--- config.mk ---
export PLATFORM = sky130hd
export DESIGN_NAME = apb4_cmd_master
export DESIGN_NICKNAME = d
export VERILOG_FILES = /design/src/rtl/apb4_cmd_master.sv
export SDC_FILE = /design/constraint.sdc
export NUM_CORES = 1
export LEC_CHECK = 0
export CAP_MARGIN = 20
export CORE_ASPECT_RATIO = 1.5
export CORE_MARGIN = 2
export CORE_UTILIZATION = 36
export DETAILED_ROUTE_END_ITERATION = 10
export GPL_TIMING_DRIVEN = 0
export MAX_ROUTING_LAYER = met4
export PLACE_DENSITY = 0.78
export SYNTH_ARGS = -nofsm -noshare
export SYNTH_HDL_FRONTEND = slang
export SYNTH_SLANG_ARGS = --single-unit
--- constraint.sdc ---
create_clock -name clk -period 1.6 [get_ports clk]
set_input_delay 0.32 -clock clk [delete_from_list [all_inputs] [get_ports clk]]
set_output_delay 0.32 -clock clk [all_outputs]
set_load 0.01 [all_outputs]
--- src/rtl/apb4_cmd_master.sv ---
// APB4 requester: turns a valid/ready command stream into single APB4 transfers
// and returns read data / error status on a valid/ready response stream.
// A bounded ACCESS-phase wait counter aborts transfers whose PREADY never rises.
//
// Ports:
//   clk, rst                  clock, synchronous active-high reset
//   cmd_valid/cmd_ready       command handshake (cmd_ready high only in IDLE)
//   cmd_write/addr/wdata/strb/prot  command payload, latched on acceptance
//   rsp_valid/rsp_ready       response handshake
//   rsp_rdata/err/timeout     response payload, held until rsp_ready
//   busy                      transfer or response outstanding
//   m_apb_*                   APB4 requester pins
module apb4_cmd_master #(
    parameter int unsigned DATA_WIDTH     = 32,
    parameter int unsigned ADDR_WIDTH     = 5,
    parameter int unsigned TIMEOUT_CYCLES = 256
) (
    input  logic                    clk,
    input  logic                    rst,
    input  logic                    cmd_valid,
    output logic                    cmd_ready,
    input  logic                    cmd_write,
    input  logic [ADDR_WIDTH-1:0]   cmd_addr,
    input  logic [DATA_WIDTH-1:0]   cmd_wdata,
    input  logic [DATA_WIDTH/8-1:0] cmd_strb,
    input  logic [2:0]              cmd_prot,
    output logic                    rsp_valid,
    input  logic                    rsp_ready,
    output logic [DATA_WIDTH-1:0]   rsp_rdata,
    output logic                    rsp_err,
    output logic                    rsp_timeout,
    output logic                    busy,
    output logic                    m_apb_psel,
    output logic                    m_apb_penable,
    output logic                    m_apb_pwrite,
    output logic [2:0]              m_apb_pprot,
    output logic [ADDR_WIDTH-1:0]   m_apb_paddr,
    output logic [DATA_WIDTH-1:0]   m_apb_pwdata,
    output logic [DATA_WIDTH/8-1:0] m_apb_pstrb,
    input  logic [DATA_WIDTH-1:0]   m_apb_prdata,
    input  logic                    m_apb_pready,
    input  logic                    m_apb_pslverr
);

    localparam int unsigned STRB_W = DATA_WIDTH / 8;
    localparam int unsigned CNT_W  = (TIMEOUT_CYCLES == 0) ? 1 : $clog2(TIMEOUT_CYCLES + 1);
    localparam logic [ADDR_WIDTH-1:0] ALIGN_MASK = ~ADDR_WIDTH'(STRB_W - 1);

    typedef enum logic [1:0] {
        IDLE   = 2'd0,
        SETUP  = 2'd1,
        ACCESS = 2'd2,
        RESP   = 2'd3
    } state_t;

    state_t                  state, state_d;
    logic [CNT_W-1:0]        wait_cnt, wait_cnt_d;
    logic                    psel_d, penable_d, pwrite_d;
    logic [2:0]              pprot_d;
    logic [ADDR_WIDTH-1:0]   paddr_d;
    logic [DATA_WIDTH-1:0]   pwdata_d;
    logic [STRB_W-1:0]       pstrb_d;
    logic                    rsp_valid_d, rsp_err_d, rsp_timeout_d, busy_d;
    logic [DATA_WIDTH-1:0]   rsp_rdata_d;
    logic                    timeout_hit;

    // Command acceptance is a direct decode of the state register.
    assign cmd_ready = (state == IDLE);

    // wait_cnt holds completed ACCESS cycles, so the current cycle is wait_cnt+1.
    assign timeout_hit = (TIMEOUT_CYCLES != 0) &&
                         ((32'(wait_cnt) + 32'd1) >= TIMEOUT_CYCLES);

    // State and output registers.
    always_ff @(posedge clk) begin
        if (rst) begin
            state         <= IDLE;
            wait_cnt      <= '0;
            m_apb_psel    <= 1'b0;
            m_apb_penable <= 1'b0;
            m_apb_pwrite  <= 1'b0;
            m_apb_pprot   <= '0;
            m_apb_paddr   <= '0;
            m_apb_pwdata  <= '0;
            m_apb_pstrb   <= '0;
            rsp_valid     <= 1'b0;
            rsp_rdata     <= '0;
            rsp_err       <= 1'b0;
            rsp_timeout   <= 1'b0;
            busy          <= 1'b0;
        end else begin
            state         <= state_d;
            wait_cnt      <= wait_cnt_d;
            m_apb_psel    <= psel_d;
            m_apb_penable <= penable_d;
            m_apb_pwrite  <= pwrite_d;
            m_apb_pprot   <= pprot_d;
            m_apb_paddr   <= paddr_d;
            m_apb_pwdata  <= pwdata_d;
            m_apb_pstrb   <= pstrb_d;
            rsp_valid     <= rsp_valid_d;
            rsp_rdata     <= rsp_rdata_d;
            rsp_err       <= rsp_err_d;
            rsp_timeout   <= rsp_timeout_d;
            busy          <= busy_d;
        end
    end

    // Next-state and next-output logic; every register holds unless changed.
    always_comb begin
        state_d       = state;
        wait_cnt_d    = wait_cnt;
        psel_d        = m_apb_psel;
        penable_d     = m_apb_penable;
        pwrite_d      = m_apb_pwrite;
        pprot_d       = m_apb_pprot;
        paddr_d       = m_apb_paddr;
        pwdata_d      = m_apb_pwdata;
        pstrb_d       = m_apb_pstrb;
        rsp_valid_d   = rsp_valid;
        rsp_rdata_d   = rsp_rdata;
        rsp_err_d     = rsp_err;
        rsp_timeout_d = rsp_timeout;
        busy_d        = busy;

        case (state)
            IDLE: begin
                if (cmd_valid) begin
                    state_d   = SETUP;
                    psel_d    = 1'b1;
                    penable_d = 1'b0;
                    pwrite_d  = cmd_write;
                    pprot_d   = cmd_prot;
                    paddr_d   = cmd_addr & ALIGN_MASK;
                    // Reads carry no data and must drive all-zero strobes.
                    pwdata_d  = cmd_write ? cmd_wdata : '0;
                    pstrb_d   = cmd_write ? cmd_strb  : '0;
                    busy_d    = 1'b1;
                end
            end
            SETUP: begin
                state_d    = ACCESS;
                penable_d  = 1'b1;
                wait_cnt_d = '0;
            end
            ACCESS: begin
                // PREADY takes priority over a coincident timeout.
                if (m_apb_pready) begin
                    state_d       = RESP;
                    psel_d        = 1'b0;
                    penable_d     = 1'b0;
                    rsp_valid_d   = 1'b1;
                    rsp_rdata_d   = m_apb_pwrite ? '0 : m_apb_prdata;
                    rsp_err_d     = m_apb_pslverr;
                    rsp_timeout_d = 1'b0;
                end else if (timeout_hit) begin
                    state_d       = RESP;
                    psel_d        = 1'b0;
                    penable_d     = 1'b0;
                    rsp_valid_d   = 1'b1;
                    rsp_rdata_d   = '0;
                    rsp_err_d     = 1'b1;
                    rsp_timeout_d = 1'b1;
                end else begin
                    wait_cnt_d = wait_cnt + CNT_W'(1);
                end
            end
            RESP: begin
                if (rsp_ready) begin
                    state_d     = IDLE;
                    rsp_valid_d = 1'b0;
                    busy_d      = 1'b0;
                end
            end
            default: state_d = IDLE;
        endcase
    end

endmodule

==> summary.md, run 1 <==
| Metric | Value |
|---|---|
| Final Hold Vio Count | 0 |
| Vias per Instance | 5.13 |
| Status | complete, but fails checks |
| Seq pwr share | about 40% |
| Slew @ Worst Pin | between 0.5 and 0.6 ns |
| Slew Viols, Final | 0 |
| NetSw | just under 2 mW |
| Clk sinks | between 90 and 100 |
| Global-route usage over all layers | between 20% and 30% |
| Chip height | 123 um |
| Largest net degree at the start of global routing | 14 |
| Detail Placement HPWL | 7790 um |
| Area grow syn2layout | 69.1% |
| Post-layout nets | around 650 |
| Critical-path top delay cell | dfxtp_4 |
| Yosys cell types | 42 |
| Largest area contributor in the netlist | dfxtp_1 |
| Antenna-violating nets left | 0 |
| Vias after detailed routing | 3466 |
| ANT cells | 0 |
| Drt pass-1 iters | 4 |
| IO buf count | 161 |
| Final worst path period share | 108% |
| Drt wl/cell | about 16 um |
| Crit path time final | 1.72 ns |
| Mapped Area | 0.00342 sq mm |
| First-pass GRT wire length | 17000 um |
| Pwr dens | approximately 1200 mW/mm^2 |
| Syn_area_per_cell | between 9 and 10 sq um |
| TritonCTS clock tree | built |
| CP peak stage delay | 0.35 ns |
| Die area | 0.0103 sq mm |
| Post-CTS Hold Fix Bufs | 0 |
| CP top delay family | simple AND/OR/NAND/NOR gates |
| Setup ws final | -0.123 ns |
| #FFs+latches synth | 92 |
| Synth top area cells | dfxtp_1 54%, a22o_1 8.2%, a21oi_1 7.0% |
| # rows | 43 |
| Cell-internal power | 4.89 mW |
| Fmax | 580 MHz |
| EDFF count, synth | 0 |
| WP data required | 1.86 ns |
| H-tree levels | 3 |
| Clock Root Buffer | clkbuf_16 |
| CP cell instances | ha_4 -> and4_4 -> a211oi_4 -> buf_4 -> o21ai_4 -> or3_1 -> a31oi_1 |
| Die Span X | 83.6 um |
| I/O Pins | 167 |
| Num CTS Buffers | 9 |
| Final wirelength | approximately 11000 um |
| Cell count after placement | between 600 and 700 |
| Fraction of layout cells with a size suffix above 1 | 14.7% |
| Clk_skew | approximately 0.0076 ns |
| Hold Slack | 0.423 ns |
| CTS clock-pin slew for the worst setup and hold paths | around 0.06 ns |
| Share of the synthesized area in the top cell type | 53.8% |
| Total congestion overflow | 0 |
| Logic gate share of total power | 29.0% |
| Normalized max-slew margin | 65.2% |
| Startpoint Class | flip-flop |
| Clock network power share | 30.7% |
| Core ar. | 0.00925 sq mm |
| # Max-Cap Violations | 0 |
| Placer Congestion | 0.843 |
| Vias in the first global route | 3568 |
| Sw Share | 28.4% |
| Clock Tree Buf Depth | 2 |
| Sequential element share of the synthesized area | 53.8% |
| Final Setup Violations | 41 |
| Starting density of the core | 37.0% |
| Clock insertion delay at the later pin of the skew report | 0.34 ns |
| Peak VDD IR | roughly 0.79 mV |
| RSZ-0062 raised after global routing | true |
| DR iter-0 viols | 141 |
| Initial antenna violation count | 0 |
| Leakage | 2.20 nW |
| Failing checks | negative setup slack |
| Cell Count, Final, Fillers Out | 675 |
| Drt drc | 0 |
| CP bufs+invs | 1 |
| Yosys warning count | 0 |
| Final Power | 6.83 mW |
| Top_reg_cell synth | dfxtp_1 |
| Crit path DAT | 1.99 ns |
| Post-DP Area | slightly above 0.005 sq mm |
| Max FO, Critical Path | 6 |
| Hold WC Path Type | primary input to flip-flop |
| Crit path kind | flip-flop to flip-flop |
| Final instance area | 0.00579 sq mm |
| Fraction of registers with async set/reset | 0% |
| Mapped Cells | about 370 |
| Critical Path Sink Type | flip-flop |
## synthesized netlist by cell type, types with 3 or more instances
cell type  instances
dfxtp_1           92
nand2_1           61
a21oi_1           48
nand3_1           44
a22o_1            32
clkbuf_1          20
nor2_1             8
ha_1               5
nor2b_1            5
buf_2              4
nor3_1             4
a311oi_1           3
and3_1             3
inv_1              3
nand2b_1           3
nand4_1            3
o31ai_1            3
## state kept, by name, indices dropped and copies added, names as in the netlist
register       cells
rsp_timeout        1
m_apb_psel         1
m_apb_pstrb        4
rsp_rdata         32
m_apb_paddr        3
wait_cnt           9
m_apb_pwdata      32
m_apb_pwrite       1
m_apb_pprot        3
busy               1
state              2
rsp_valid          1
rsp_err            1
m_apb_penable      1
## power by group through the flow
stage          logic [mW]  clock network, mW  registers (mW)
2_1_floorplan       0.684                  0            2.90
3_3_place_gp         1.76                  0            2.78
3_5_place_dp         1.79                  0            2.80
4_1_cts              1.92               2.15            2.76
5_1_grt              2.13               2.24            2.80
6_report             1.98               2.10            2.76
## stage by stage
step | TNS [ns] | worst slack (ns) | utilization [%]
after floorplan | -1.70 | -0.0270 | -
after global placement | -34.65 | -0.515 | 56.2
after detailed placement | -38.58 | -0.535 | 56.2
after CTS | -4.61 | -0.149 | 61.2
after global routing | -5.60 | -0.193 | 62.5
final | -3.56 | -0.123 | 62.5
## final timing paths
check                                startpoint               to  slack (ns)  cells after the start
worst min-delay path                  cmd_write  m_apb_pwdata[2]        0.42                      3
worst max-delay path                wait_cnt[1]      wait_cnt[4]       -0.12                      7
worst min register to register  m_apb_pwdata[6]  m_apb_pwdata[6]        0.45                      2
worst max register to register      wait_cnt[1]      wait_cnt[4]       -0.12                      7
## cell usage in the layout (no fill, tap or decap), types with 8 or more instances in the layout
cell type and instances:
clkbuf_16 9, buf_4 15, a21oi_1 48, nand2_1 59
nor2_1 8, a22o_1 32, clkdlybuf4s50_1 155, dfxtp_1 86
nand3_1 44, buf_6 8
## logic make-up after synthesis
family                   count (synthesis)  synth area share (%)
AO/OA/AOI/OAI                          100                  20.4
adder cells (fa/ha/maj)                  5                  1.83
buffers and inverters                   33                  4.20
flip-flops                              92                  53.8
other                                    1                 0.110
AND/OR/NAND/NOR                        141                  19.7
## area by class of cell
type	count	area (sq um)
well taps	112	140
clock inverters	2	35.0
inverters	4	18.8
clock buffers	12	256
flip-flops and latches	92	1850
plain buffers	28	185
multi-input cells	248	1550
repair buffers	177	1750
fillers	742	3470
## repair_timing
action | 4_1_cts | 5_1_grt
pin swaps | 9 | 4
buffers inserted | 6 | 8
endpoints found under the setup margin | 92 | 89
resized for setup | 48 | 31
cloned | 2 | 0
## tightest hold or removal path: stages
cell and delay, ns:
clkbuf_1 0.21, nand3_1 0.13, a21oi_1 0.06
## routing by layer
metal / wire [um] / GRT usage [%] / up-vias
li1: - / - / 1698
met1: 4220 / 22.6 / 1594
met2: 5190 / 37.8 / 159
met3: 945 / 6.48 / 15
met4: 193 / 7.66 / 0
met5: 0 / - / -
Note: power is estimated with default switching activity, not from simulation.
==> inputs of run 2 (changes only) <==
CORE_MARGIN = default   (was 2)
==> summary.md, run 2 (synthesis results as in run 1) <==
| Metric | Value |
|---|---|
| # rows | 43 (unchanged) |
| TritonCTS clock tree | built |
| Drt wl/cell | 15.5 um (-0.62%) |
| Area grow syn2layout | 71.9% |
| Drt pass-1 iters | 4 (unchanged) |
| WHS Path Cells | 3 (unchanged) |
| Slew Viols, Final | 0 (unchanged) |
| Num CTS Buffers | 9 (unchanged) |
| IO buf count | 161 (unchanged) |
| I/O Pins | 167 (unchanged) |
| FILL cells | 755 (+1.8%) |
| Vias in the first global route | 3574 (+0.17%) |
| Hold WC Path Type | primary input to flip-flop |
| Vias per Instance | 5.09 (-0.82%) |
| Clock Root Buffer | clkbuf_16 |
| Die Span X | 81.6 um (-2.4%) |
| Core ar. | 0.00925 sq mm (unchanged) |
| CP peak stage delay | 0.36 ns (about the same) |
| Top Registers | m_apb_pwdata: 32 flops, rsp_rdata: 32 flops, wait_cnt: 9 flops |
| Final Hold Vio Count | 0 (unchanged) |
| H-tree levels | 3 (unchanged) |
| Max FO, Critical Path | 10 (+4) |
| Peak VDD IR | 0.886 mV (+12%) |
| Crit path time final | 1.76 ns (+0.0344 ns) |
| WP data required | 1.83 ns (-0.03 ns) |
| Fmax | 569 MHz (-2.0%) |
| First-pass GRT wire length | 16100 um (-5.7%) |
| Slew @ Worst Pin | 0.555 ns (+0.0326 ns) |
| Post-layout nets | 649 (+0.15%) |
| Critical-path top delay cell | dfxtp_4 |
| Antenna-violating nets left | 0 (unchanged) |
| Leakage | 2.32 nW (+5.7%) |
| Worst reg2reg path depth | 9 (+2) |
| Final instance area | 0.00588 sq mm (+1.7%) |
| Clock Tree Buf Depth | 2 (unchanged) |
| CP bufs+invs | 3 (+2) |
| Initial antenna violation count | 0 (unchanged) |
| CTS clock-pin slew for the worst setup and hold paths | 0.07 ns (about the same) |
| Vias after detailed routing | 3453 (-0.38%) |
| Post-CTS Hold Fix Bufs | 0 (unchanged) |
| Crit path depth | 9 (+2) |
| Crit path DAT | 1.99 ns (about the same) |
| Failing checks | negative setup slack |
| Drt drc | 0 (unchanged) |
| Pwr dens | 1170 mW/mm^2 (-0.87%) |
| Global-route usage over all layers | 22.1% (+0.78 points) |
| # Max-Cap Violations | 0 (unchanged) |
| CP cell instances | ha_4 -> and4_4 -> a211oi_4 -> buf_4 -> nor3_4 -> nor2_4 -> buf_12 -> buf_8 -> a22o_1 |
| CP top delay family | simple AND/OR/NAND/NOR gates |
| ANT cells | 0 (unchanged) |
| Total congestion overflow | 0 (unchanged) |
| Most frequent cells in the layout | 150 x clkdlybuf4s50_1, 87 x dfxtp_1, 59 x nand2_1 |
| Clk sinks | 92 (unchanged) |
| Final wirelength | 10500 um (-0.18%) |
| Setup ws final | -0.158 ns (-0.0344 ns) |
| Most common cell after layout, fill and taps aside | clkdlybuf4s50_1 |
| DR iter-0 viols | 106 (-25%) |
| Fraction of layout cells with a size suffix above 1 | 15.9% (+1.2 points) |
| Final Setup Violations | 41 (unchanged) |
| Clock insertion delay at the later pin of the skew report | 0.34 ns (about the same) |
| Startpoint Class | flip-flop |
| Placer Congestion | 0.839 (-0.49%) |
| RSZ-0062 raised after global routing | true |
| Post-DP Area | 0.00520 sq mm (unchanged) |
| Largest net degree at the start of global routing | 15 (+1) |
| Chip height | 121 um (-1.6%) |
| Normalized max-slew margin | 63.0% (-2.2 points) |
| Hold Slack | 0.420 ns (-0.00340 ns) |
| Critical Path Sink Type | flip-flop |
| Die area | 0.00991 sq mm (-4.0%) |
| Final worst path period share | 110% (+2.1 points) |
| Crit path kind | flip-flop to flip-flop |
| Detail Placement HPWL | 7650 um (-1.8%) |
| Status | complete, but fails checks |
| Clk_skew | 0.00602 ns (-0.00154 ns) |
| Starting density of the core | 37.0% (unchanged) |
[run 2: cell count changes in the layout (fill, tap and decap cells not counted), sizes merged]
cell	delta
clkinvlp	-1
clkdlybuf4s50	-5
clkdlybuf4s15	-1
clkbuf	+1
clkinv	+2
inv	+1
dlymetal6s2s	+5
dlygate4sd2	+1
[run 2: final cells by class]
cell class | count | area, sq um | share of cell area [%]
multi-input cells | 248 | 1610 | 27.3
inverters | 4 | 15.0 | 0.255
repair buffers | 178 | 1790 | 30.4
clock buffers | 12 | 246 | 4.19
plain buffers | 28 | 184 | 3.13
well taps | 112 | 140 | 2.38
flip-flops and latches | 92 | 1850 | 31.5
clock inverters | 4 | 48.8 | 0.829
[run 2: metal layers]
metal | track usage (%) | routed length, um
met1 | 21.3 | 3960
met2 | 39.9 | 5490
met3 | 7.52 | 936
met4 | 8.00 | 137
met5 | - | 0
[run 2: report_power, final]
group	internal, mW	switching, mW	total [mW]	leakage, nW
clock	1.25	0.864	2.12	0.147
combinational	1.06	0.956	2.02	1.43
sequential	2.58	0.174	2.76	0.750
total	4.89	1.99	6.89	2.32
[run 2: worst paths after layout]
kind / endpoint / slack (ns) / from
worst max-delay path: rsp_rdata[14] / -0.16 / wait_cnt[0]
worst min-delay path: m_apb_pstrb[0] / 0.42 / cmd_write
worst min register to register: m_apb_pstrb[1] / 0.45 / m_apb_pstrb[1]
worst max register to register: rsp_rdata[14] / -0.16 / wait_cnt[0]
[run 2: metrics by stage]
step	power, mW	instances	util, %	setup TNS [ns]	worst slack [ns]
2_1_floorplan	3.59	373	-	-1.70	-0.0270
3_3_place_gp	4.53	646	56.2	-39.63	-0.585
3_5_place_dp	4.58	646	56.2	-45.61	-0.620
4_1_cts	6.86	672	61.7	-4.24	-0.154
5_1_grt	7.21	678	63.6	-6.74	-0.233
6_report	6.89	678	63.6	-4.00	-0.158
[run 2: worst reg2reg max path, cell delays in order (launching register included)]
cell	delay, ns
dfxtp_4	0.36
ha_4	0.13
and4_4	0.25
a211oi_4	0.07
buf_4	0.15
nor3_4	0.16
nor2_4	0.07
buf_12	0.14
buf_8	0.13
a22o_1	0.18
[run 2: repair_timing]
item	4_1_cts	5_1_grt
buffers inserted	8	6
resized for setup	48	42
pin swaps	6	9
setup endpoints to repair	92	87
cloned	3	0
